File: src/rtl/uart_rx_sampler.sv
// 8N1 UART receiver: samples UART_RX at mid-bit and holds the last byte with valid/overrun/framing flags.
// Optional build macro UART_RX_MAJORITY_EN: 3-sample majority vote at every sample point.
module uart_rx_sampler #(
  parameter int CLKS_PER_BIT = 10416
) (
  input  logic       sysclk,
  input  logic       reset,
  input  logic       UART_RX,
  output logic [7:0] rx_data,
  output logic       rx_valid,
  output logic       frame_err,
  output logic       overrun,
  input  logic       rx_ack
);

  localparam int HALF = CLKS_PER_BIT / 2;
  localparam int CW   = $clog2(CLKS_PER_BIT);
  localparam logic [CW-1:0] CNT_LAST = CW'(CLKS_PER_BIT - 1);
  localparam logic [CW-1:0] CNT_HALF = CW'(HALF - 1);

  typedef enum logic [2:0] {
    IDLE,
    START,
    DATA,
    STOP,
    WAIT_HIGH
  } state_t;

  state_t          state_q, state_d;
  logic [1:0]      sync_q;
  logic [CW-1:0]   cnt_q, cnt_d;
  logic [2:0]      idx_q, idx_d;
  logic [7:0]      sh_q, sh_d;
  logic [7:0]      rx_data_q, rx_data_d;
  logic            rx_valid_q, rx_valid_d;
  logic            frame_err_q, frame_err_d;
  logic            overrun_q, overrun_d;
  logic            rxs;
  logic            sample;
  logic            load;
  logic            ferr_set;

  assign rxs = sync_q[1];

`ifdef UART_RX_MAJORITY_EN
  // h_q holds the two previous rxs values; the vote window is {previous two, current}.
  logic [1:0] h_q;
  logic [2:0] h;
  assign h      = {h_q, rxs};
  assign sample = (h[0] & h[1]) | (h[0] & h[2]) | (h[1] & h[2]);

  always_ff @(posedge sysclk or negedge reset) begin
    if (!reset) h_q <= 2'b11;
    else        h_q <= h[1:0];
  end
`else
  assign sample = rxs;
`endif

  always_ff @(posedge sysclk or negedge reset) begin
    if (!reset) begin
      sync_q      <= 2'b11;
      state_q     <= IDLE;
      cnt_q       <= '0;
      idx_q       <= '0;
      sh_q        <= '0;
      rx_data_q   <= 8'h00;
      rx_valid_q  <= 1'b0;
      frame_err_q <= 1'b0;
      overrun_q   <= 1'b0;
    end else begin
      sync_q      <= {sync_q[0], UART_RX};
      state_q     <= state_d;
      cnt_q       <= cnt_d;
      idx_q       <= idx_d;
      sh_q        <= sh_d;
      rx_data_q   <= rx_data_d;
      rx_valid_q  <= rx_valid_d;
      frame_err_q <= frame_err_d;
      overrun_q   <= overrun_d;
    end
  end

  always_comb begin
    state_d  = state_q;
    cnt_d    = cnt_q;
    idx_d    = idx_q;
    sh_d     = sh_q;
    load     = 1'b0;
    ferr_set = 1'b0;

    case (state_q)
      IDLE: begin
        if (!rxs) begin
          state_d = START;
          cnt_d   = '0;
        end
      end
      START: begin
        if (cnt_q == CNT_HALF) begin
          cnt_d   = '0;
          idx_d   = '0;
          state_d = sample ? IDLE : DATA;
        end else begin
          cnt_d = cnt_q + 1'b1;
        end
      end
      DATA: begin
        if (cnt_q == CNT_LAST) begin
          cnt_d = '0;
          sh_d  = {sample, sh_q[7:1]};
          if (idx_q == 3'd7) begin
            idx_d   = '0;
            state_d = STOP;
          end else begin
            idx_d = idx_q + 1'b1;
          end
        end else begin
          cnt_d = cnt_q + 1'b1;
        end
      end
      STOP: begin
        // Decide at mid-stop-bit so an immediately following start bit is not missed.
        if (cnt_q == CNT_LAST) begin
          cnt_d = '0;
          if (sample) begin
            load    = 1'b1;
            state_d = IDLE;
          end else begin
            ferr_set = 1'b1;
            state_d  = WAIT_HIGH;
          end
        end else begin
          cnt_d = cnt_q + 1'b1;
        end
      end
      WAIT_HIGH: begin
        if (rxs) state_d = IDLE;
      end
      default: state_d = IDLE;
    endcase

    // Setting a flag wins over an acknowledge in the same cycle.
    rx_data_d   = load ? sh_q : rx_data_q;
    rx_valid_d  = load | (rx_valid_q & ~rx_ack);
    overrun_d   = (load & rx_valid_q & ~rx_ack) | (overrun_q & ~rx_ack);
    frame_err_d = ferr_set | (frame_err_q & ~rx_ack);
  end

  assign rx_data   = rx_data_q;
  assign rx_valid  = rx_valid_q;
  assign frame_err = frame_err_q;
  assign overrun   = overrun_q;

endmodule

File: config.mk
export PLATFORM = sky130hd
export DESIGN_NAME = uart_rx_sampler
export DESIGN_NICKNAME = d
export VERILOG_FILES = /design/src/rtl/uart_rx_sampler.sv
export SDC_FILE = /design/constraint.sdc
export NUM_CORES = 1
export LEC_CHECK = 0
export ABC_AREA = 1
export BUFFER_PORTS_ARGS = -buffer_cell sky130_fd_sc_hd__buf_2
export CAP_MARGIN = 20
export CORE_MARGIN = 5
export CORE_UTILIZATION = 55
export CTS_BUF_LIST = sky130_fd_sc_hd__clkbuf_16
export DETAILED_ROUTE_END_ITERATION = 12
export GPL_ROUTABILITY_DRIVEN = 1
export PLACE_DENSITY = 0.75
export SYNTH_ARGS = -nofsm -noshare
export SYNTH_HDL_FRONTEND = slang
export SYNTH_SLANG_ARGS = --single-unit
File: constraint.sdc
create_clock -name sysclk -period 2 [get_ports sysclk]
set_input_delay 0.4 -clock sysclk [delete_from_list [all_inputs] [get_ports sysclk]]
set_output_delay 0.4 -clock sysclk [all_outputs]
set_load 0.05 [all_outputs]
==> out/metrics.yaml <==
status: "complete, no violations"
netlist_instances: 277
drt_iter0_markers: 209
cts.path.max_buffers: 2
first_pass_iters: 5
ant_nets: 0
cp.arrival_ns: 1.78
min_period_ns: 1.57
dieArea_mm2: 0.00536
finalWeightedCongestion: 0.921
worstPathRequired_ns: 2.21
grt.overflow.total: 0
path_max_fanout: 16
numCtsBuffers: 5
hp-class: "in2async"
max_clock_freq_mhz: 637
synth_area_leader_cell: "dfrtp_1"
powerDensity_mw_per_mm2: 715
area_growth_pct: 13.1
synth_most_common_cell: "nand2_1"
wl_per_cell_um: 12.9
endpoint_kind: "flop"
max-slew-margin-rel_pct: 76.8
pre_cts_ws_ns: 0.445
remaining_drc_errors: 0
register_area_mm2: 0.00103
num_antenna_cells: 0
drive_gt1_share_pct: 19.6
cts_root_buffer: "clkbuf_16"
wl_um: 4450
synth.net_count: 284
hold_buffers: 0
chipWidth_um: 73.2
port_buffers: 14
cts_tree: "built"
multiInputGateArea_um2: 990
setup-tns-final_ns: 0
yosysSeqAreaShare_pct: 46.8
setup_viol: 0
drv_slew: 0
synth_top_cells_by_count: "nand2_1 (83), dfrtp_1 (39), inv_1 (31)"
nets: 302
ioPinCount: 15
cts_setup_buffers: 0
period_share_pct: 78.5
leakage_nw: 1.30
synth.area.top_cells: "dfrtp_1 (44%), nand2_1 (14%), inv_1 (5.3%), nor2_1 (5.1%), nand3_1 (4.3%)"
grt_first_pass_wirelength_um: 7810
synth-seq-cells: 41
grt_max_degree: 42
worst_slack_ns: 0.430
synth_top_cell_area_share_pct: 44.4
dr_total_vias: 1788
core_region_area_mm2: 0.00394
max_cap_violations: 0
nFillCells: 335
finalHoldViolCount: 0
antenna_found_initial: 0
clock-sinks: 41
fp-row-count: 23
syn_area_per_cell_um2: 7.94
clock_latency_ns: 0.28
synth_flop_cell: "dfrtp_1"
yosysUniqueCellTypes: 31
synth_area_mm2: 0.00220
fin_skew_ns: 0.00450
path_clk_slew_ns: 0.06
grt_usage_pct: 19.4
place_hpwl_um: 3150
cts-resized-gates: 0
yosysWarnings: 0
synth_edf_count: 0
start_util_pct: 55.8
h-tree-depth: 2
grt_pass1_vias: 1664
fp.dieH_um: 73.2
vias_per_cell: 5.17
worstSetupPathType: "reg2reg"
synthArstFlopShare_pct: 100
rsz0062_at_grt: "no"
tightest_slew_ns: 0.346
startpoint_type: "flop"
irDropWorstVdd_mv: 0.524
==> layer usage <==
layer / wire (um) / track usage (%) / up-vias
met5: 0 / 0 / -
met4: 79 / 7.38 / 0
met3: 224 / 4.68 / 7
met2: 2150 / 30.3 / 44
met1: 2000 / 26.0 / 832
li1: - / - / 905
==> cell families (layout without fill, tap and decap cells) <==
logic type | Yosys count | count (layout) | share of synthesized area (%)
AO/OA/AOI/OAI | 23 | 23 | 7.06
buffers and inverters | 42 | 61 | 8.20
AND/OR/NAND/NOR | 162 | 162 | 33.9
adder cells (fa/ha/maj) | 3 | 3 | 1.71
flip-flops | 41 | 41 | 46.8
XOR/XNOR | 6 | 6 | 2.39
==> final timing paths <==
| path | from | end | slack (ns) | depth (start not counted) |
|---|---|---|---|---|
| max in group asynchronous | reset | sync_q[1]$_DFF_PN1_ | 1.66 | 2 |
| hold / removal | reset | cnt_q[12]$_DFFE_PN0P_ | 0.08 | 2 |
| min in group sysclk | UART_RX | sync_q[0]$_DFF_PN1_ | 0.21 | 1 |
| setup reg to reg | cnt_q[1]$_DFFE_PN0P_ | rx_data[1]$_DFFE_PN0P_ | 0.43 | 10 |
| hold reg to reg | sync_q[0]$_DFF_PN1_ | sync_q[1]$_DFF_PN1_ | 0.36 | 0 |
| setup / recovery | cnt_q[1]$_DFFE_PN0P_ | rx_data[1]$_DFFE_PN0P_ | 0.43 | 10 |
==> where the power goes <==
| group | switching (mW) | internal [mW] | leakage (nW) | total, mW |
|---|---|---|---|---|
| Clock | 0.328 | 0.590 | 0.0800 | 0.919 |
| Combinational | 0.0192 | 0.00673 | 0.669 | 0.0260 |
| Sequential | 0.00193 | 0.833 | 0.551 | 0.835 |
| Total | 0.350 | 1.43 | 1.30 | 1.78 |
==> cells in the final DEF, fill, tap and decap left out, drive strengths merged <==
cell,Yosys,final
clkinv,2,3
clkbuf,0,5
nand4,7,7
o211ai,1,1
bufinv,0,1
inv,36,36
nor2,37,37
ha,3,3
nor3b,1,1
nor3,2,2
o21ai,20,20
dfstp,2,2
nand3,20,20
nand3b,2,2
clkinvlp,0,1
dfrtp,39,39
and3,1,1
xnor2,2,2
buf,4,15
nand2,92,92
a21oi,2,2
xor2,4,4
==> worst max-delay path, cell delays in order (launching register included) <==
cell	delay [ns]
dfrtp_1	0.40
ha_1	0.21
nand2_2	0.09
clkinv_2	0.08
nand2_4	0.08
nor2_4	0.05
nand2_2	0.08
clkinv_2	0.10
nand2_4	0.21
nand2_1	0.12
o21ai_2	0.08
==> area by class of cell <==
class                      count  area share, %
tap                           50           2.52
inverter                      38           5.83
sequential                    41           41.3
clock inverter                 3           1.86
multi-input combinational    194           39.8
timing repair buffer          15           3.62
clock buffer                   5           5.03
==> state kept, by name (all words and copies together) (netlist names) <==
signal / flops
idx_q: 3
overrun: 1
rx_valid: 1
state_q: 3
frame_err: 1
rx_data: 8
sh_q: 8
sync_q: 2
cnt_q: 14
==> through the flow <==
| stage | hold slack [ns] | std cells | area [um2] | util [%] | power (mW) |
|---|---|---|---|---|---|
| 2_1_floorplan | 0.104 | 277 | 2200 | - | 0.852 |
| 3_3_place_gp | 0.347 | 338 | 2320 | 58.7 | 0.878 |
| 3_5_place_dp | 0.347 | 338 | 2320 | 58.7 | 0.878 |
| 4_1_cts | 0.0847 | 346 | 2490 | 63.1 | 1.81 |
| 5_1_grt | 0.103 | 346 | 2490 | 63.1 | 1.84 |
| 6_report | 0.0754 | 346 | 2490 | 63.1 | 1.78 |
No activity file was read; power rests on OpenSTA's default activity.
